### config.mk
export PLATFORM = sky130hd
export DESIGN_NAME = matrix_sequencer
export DESIGN_NICKNAME = d
export VERILOG_FILES = /design/src/rtl/matrix_sequencer.sv
export SDC_FILE = /design/constraint.sdc
export NUM_CORES = 1
export LEC_CHECK = 0
export CORE_ASPECT_RATIO = 0.8
export CORE_MARGIN = 3
export CORE_UTILIZATION = 50
export DETAILED_ROUTE_END_ITERATION = 10
export GPL_TIMING_DRIVEN = 0
export PLACE_DENSITY_LB_ADDON = 0.2
export SLEW_MARGIN = 30
export SYNTH_ARGS = -nofsm -noshare
export SYNTH_HDL_FRONTEND = slang
export SYNTH_SLANG_ARGS = --single-unit
### constraint.sdc
create_clock -name clock -period 3.4 [get_ports clock]
set_input_delay 0.51 -clock clock [delete_from_list [all_inputs] [get_ports clock]]
set_output_delay 0.51 -clock clock [all_outputs]
set_load 0.005 [all_outputs]
### src/rtl/matrix_sequencer.sv
// Job sequencer: qualifies a held start request, then steps through NUM_STAGES
// processing stages with a per-stage watchdog, reporting COMPLETE or ERROR.
module matrix_sequencer #(
    parameter int NUM_STAGES = 3,
    parameter int START_HOLD = 10,
    parameter int TIMEOUT    = 1023
) (
    input  logic                  clock,
    input  logic                  reset_n,
    input  logic                  start_process,
    input  logic                  stage_finish,
    input  logic                  abort,
    input  logic                  clear,
    output logic [2:0]            status,
    output logic [3:0]            stage_idx,
    output logic [NUM_STAGES-1:0] stage_go,
    output logic [NUM_STAGES-1:0] stage_active,
    output logic                  done,
    output logic                  timeout_err,
    output logic [7:0]            run_count
);

    typedef enum logic [2:0] {
        S_PREPARE  = 3'b000,
        S_RUN      = 3'b001,
        S_COMPLETE = 3'b011,
        S_ERROR    = 3'b100
    } state_t;

    localparam logic [3:0]  LAST_IDX = 4'(NUM_STAGES - 1);
    localparam logic [9:0]  HOLD_MAX = 10'(START_HOLD);
    localparam logic [16:0] TO_LIM   = 17'(TIMEOUT);
    localparam logic        WD_EN    = (TIMEOUT != 0);

    state_t                  state_q, state_d;
    logic [9:0]              hold_q, hold_d;
    logic [15:0]             wd_q, wd_d;
    logic [3:0]              idx_q, idx_d;
    logic [NUM_STAGES-1:0]   go_q, go_d;
    logic [NUM_STAGES-1:0]   act_q, act_d;
    logic                    done_q, done_d;
    logic                    err_q, err_d;
    logic [7:0]              rc_q, rc_d;
    logic                    wd_hit;

    function automatic logic [NUM_STAGES-1:0] onehot(input logic [3:0] i);
        return NUM_STAGES'(1) << i;
    endfunction

    always_comb begin
        state_d = state_q;
        hold_d  = hold_q;
        wd_d    = wd_q;
        idx_d   = idx_q;
        go_d    = '0;
        act_d   = act_q;
        rc_d    = rc_q;
        // Fires in the stage's TIMEOUT-th cycle if no finish arrives.
        wd_hit  = WD_EN && (({1'b0, wd_q} + 17'd1) == TO_LIM);

        case (state_q)
            S_PREPARE: begin
                if (!start_process) begin
                    hold_d = '0;
                end else if (hold_q == HOLD_MAX) begin
                    state_d = S_RUN;
                    hold_d  = '0;
                    idx_d   = '0;
                    wd_d    = '0;
                    go_d    = onehot(4'd0);
                    act_d   = onehot(4'd0);
                end else begin
                    hold_d = hold_q + 10'd1;
                end
            end
            S_RUN: begin
                if (abort) begin
                    state_d = S_PREPARE;
                    hold_d  = '0;
                    idx_d   = '0;
                    wd_d    = '0;
                    act_d   = '0;
                end else if (stage_finish) begin
                    wd_d = '0;
                    if (idx_q == LAST_IDX) begin
                        state_d = S_COMPLETE;
                        idx_d   = '0;
                        act_d   = '0;
                        rc_d    = rc_q + 8'd1;
                    end else begin
                        idx_d = idx_q + 4'd1;
                        go_d  = onehot(idx_q + 4'd1);
                        act_d = onehot(idx_q + 4'd1);
                    end
                end else if (wd_hit) begin
                    state_d = S_ERROR;
                    idx_d   = '0;
                    wd_d    = '0;
                    act_d   = '0;
                end else begin
                    wd_d = wd_q + 16'd1;
                end
            end
            S_COMPLETE, S_ERROR: begin
                if (abort || clear) begin
                    state_d = S_PREPARE;
                    hold_d  = '0;
                    idx_d   = '0;
                    wd_d    = '0;
                    act_d   = '0;
                end
            end
            default: begin
                state_d = S_PREPARE;
                hold_d  = '0;
                idx_d   = '0;
                wd_d    = '0;
                act_d   = '0;
            end
        endcase

        done_d = (state_d == S_COMPLETE);
        err_d  = (state_d == S_ERROR);
    end

    always_ff @(posedge clock or negedge reset_n) begin
        if (!reset_n) begin
            state_q <= S_PREPARE;
            hold_q  <= '0;
            wd_q    <= '0;
            idx_q   <= '0;
            go_q    <= '0;
            act_q   <= '0;
            done_q  <= 1'b0;
            err_q   <= 1'b0;
            rc_q    <= '0;
        end else begin
            state_q <= state_d;
            hold_q  <= hold_d;
            wd_q    <= wd_d;
            idx_q   <= idx_d;
            go_q    <= go_d;
            act_q   <= act_d;
            done_q  <= done_d;
            err_q   <= err_d;
            rc_q    <= rc_d;
        end
    end

    assign status       = state_q;
    assign stage_idx    = idx_q;
    assign stage_go     = go_q;
    assign stage_active = act_q;
    assign done         = done_q;
    assign timeout_err  = err_q;
    assign run_count    = rc_q;

endmodule
==> results.ini <==
[critical_path]
crit_path_start = wd_q[0]$_DFFE_PN0P_
r2r_setup_slack_ns = 0.80
cp.required_ns = 3.59
crit_chain = ha_1, nor2b_1, o21ai_0, a2111oi_0, o2111ai_1, buf_2, o31ai_1, nand2_1
path_depth = 8
worstPathBufferInverterCount = 1
worstRegToRegCells = 8
endpoint = status[0]$_DFF_PN0_
rr_startpoint = wd_q[0]$_DFFE_PN0P_
slowest_delay_ns = 0.46
critPathLaunchType = flip-flop
path_max_fanout = 10
cp_slowest_cell = dfrtp_1
crit_type = flip-flop to flip-flop
crit_family = compound AO/OA/AOI/OAI gates
r2r-end = status[0]$_DFF_PN0_
critical_path.endpoint_type = flip-flop
worstPathArrival_ns = 2.79

[cells_and_area]
antenna_cells = 0
syn2layout_area_growth_pct = 17.5
final_nets = 339
layout-drive-gt1-share = 0.104
post-route-cell-area_um2 = 3190
n_fill_cell = 420

[global_route]
grtUsageTotal = 0.196
grt-ovfl-total = 0
antenna_found_initial = 0
grt_max_degree = 50
grt_pass1_wl_mm = 9.83
grt_pass1_vias = 2020

[clock_network]
cts.clk_slew.worst_paths_ns = 0.09
cts_tree = yes
numCtsBuffers = 5
cts_setup_buffers = 0
clk_latency_ns = 0.30
cts_resized = 0
root_buffer = clkbuf_8
clockBufferDepth = 2
clock_sinks = 49
htreeDepth = 2
ctsHoldBuffers = 0

[sta]
setup-violations-final = 0
clock_skew_ns = 0.00482
tightest_slew_ns = 0.814
hold_violations = 0
drv_slew = 0
max_slew_margin = 0.453
period_minus_slack_ns = 2.60
rsz0062_at_grt = no
post-route-period-util = 0.765
tns_ns = 0
setup_slack_ns = 0.800
fmax_mhz = 385

[synth]
async_reset_ff_frac = 1.00
synthDistinctLibCells = 56
synthCells = 291
synth_edf_count = 0
yosysTopAreaCell = dfrtp_1
synthesis.area_um2 = 2720
yosysWarnings = 0
ys_ff_latch = 49
synth_top_area_frac = 0.451
synth-main-ff-cell = dfrtp_1
syn_area_per_cell_um2 = 9.34
synth-seq-area-share = 0.451
ys_top_cells_by_area = dfrtp_1 45%, o21ai_0 5.2%, nand3_1 4.2%
synth_fp_nets = 304

[placement]
place_congestion = 0.814
place_ws_ns = 0.710
postPlaceCellArea_um2 = 3070
io_buffers = 28
dp_hpwl_mm = 4.06

[pwr]
cell_internal_pwr_uw = 854
share_comb_of_total_power = 0.049
p_sw_frac = 0.220
switchingPower_uw = 242
p_seq_frac = 0.549
irDropWorstVdd_uv = 216
power.density_nw_per_um2 = 343
p_leak_nw = 1.33
p_clk_frac = 0.402

[die]
ios = 29
die_w_um = 88.4
die_y_um = 71.9
coreArea_um2 = 5120
num_rows = 23
die_area_um2 = 6360
start_util = 0.531

[routing]
detail_route.wl_per_cell_um = 14.9
drtAntennaViolNets = 0
drc = 0
avgViaCountPerCell = 5.87
vias = 2282
dr.pass1.iters = 5
drtIter0Drc = 147
wirelength_mm = 5.80

[hold_path]
hold_path.class = primary input to asynchronous set/reset pin

[job]
maxCapViolCount = 0

[run_status]
status = completed

-- through the flow --
stage / hold WS [ns] / std cells / total power, mW / util
finish: 0.211 / 389 / 1.10 / 0.623
global route: 0.244 / 389 / 1.15 / 0.623
CTS: 0.238 / 389 / 1.11 / 0.623
detailed placement: 0.468 / 381 / 0.668 / 0.600
global placement: 0.461 / 381 / 0.667 / 0.600
floorplan: 0.214 / 291 / 0.634 / -
-- cell usage in the layout, fill, tap and decap left out, types with 2 or more instances in the layout --
cell type,count
buf_2,5
xnor2_1,8
nor4b_1,3
or4_1,2
and4_1,2
mux2_2,2
o21ai_0,28
xor2_1,3
and3_1,6
ha_1,7
o21ai_2,4
nand3b_1,2
nor2_1,16
a21oi_1,3
nor4_1,3
o22ai_1,2
clkbuf_8,7
nand3_1,23
clkdlybuf4s50_1,27
o31ai_1,5
o41ai_1,4
a211oi_1,2
and2_1,3
nand4_1,9
or2_2,2
o21a_1,2
nand2_1,26
nor3_1,7
dfrtp_1,49
a31oi_1,10
inv_1,15
o21bai_1,5
clkbuf_1,4
or3_1,3
nor2b_1,3
-- flip-flops by register name (all words and copies together) (netlist names) --
signal,count
timeout_err,1
stage_go,3
stage_active,3
stage_idx,4
wd_q,16
hold_q,10
done,1
run_count,8
status,3
-- power by group through the flow --
stage	Clock [mW]	Combinational (mW)	Sequential [mW]
global route	0.479	0.0619	0.604
detailed placement	0	0.0550	0.613
CTS	0.449	0.0553	0.602
floorplan	0	0.0229	0.612
global placement	0	0.0541	0.613
finish	0.440	0.0535	0.602
-- cell usage after synthesis (5+ instances only) --
cell type,n
buf_2,5
inv_1,15
nand4_1,9
xnor2_1,8
a31oi_1,10
o21bai_1,5
and3_1,6
nand3_1,23
nor3_1,7
nand2_1,26
ha_1,7
o31ai_1,5
dfrtp_1,49
o21ai_0,28
nor2_1,16
-- per-layer routing --
metal	GRT usage	routed length (um)	part of all wire	up-vias
li1	-	-	-	1129
met1	0.301	2920	0.50	1090
met2	0.274	2510	0.43	61
met3	0.0579	340	0.059	2
met4	0.0436	29	0.0050	0
met5	0	0	0	-
-- cells by family after synthesis --
family,synth area share
XOR/XNOR,0.0355
adder cells (fa/ha/maj),0.0322
flip-flops,0.451
AO/OA/AOI/OAI,0.180
multiplexers,0.0120
buffers and inverters,0.0520
AND/OR/NAND/NOR,0.237
-- cell type report --
| type | count | area, um^2 | share of cell area |
|---|---|---|---|
| plain buffers | 13 | 85.1 | 0.0266 |
| well taps | 62 | 77.6 | 0.0243 |
| flip-flops and latches | 49 | 1230 | 0.384 |
| clock buffers | 6 | 82.6 | 0.0259 |
| multi-input cells | 214 | 1350 | 0.423 |
| clock inverters | 2 | 37.5 | 0.0118 |
| inverters | 15 | 56.3 | 0.0176 |
| repair buffers | 28 | 278 | 0.0870 |
-- worst min path at each step --
| stage | from | to |
|---|---|---|
| 4_1_cts | reset_n | wd_q[10]$_DFFE_PN0P_ |
| 6_report | reset_n | wd_q[10]$_DFFE_PN0P_ |
| 3_5_place_dp | run_count[7]$_DFFE_PN0P_ | run_count[7]$_DFFE_PN0P_ |
| 5_1_grt | reset_n | wd_q[10]$_DFFE_PN0P_ |
| 2_1_floorplan | reset_n | done$_DFF_PN0_ |
| 3_3_place_gp | run_count[7]$_DFFE_PN0P_ | run_count[7]$_DFFE_PN0P_ |
(Power assumes the default switching activity.)
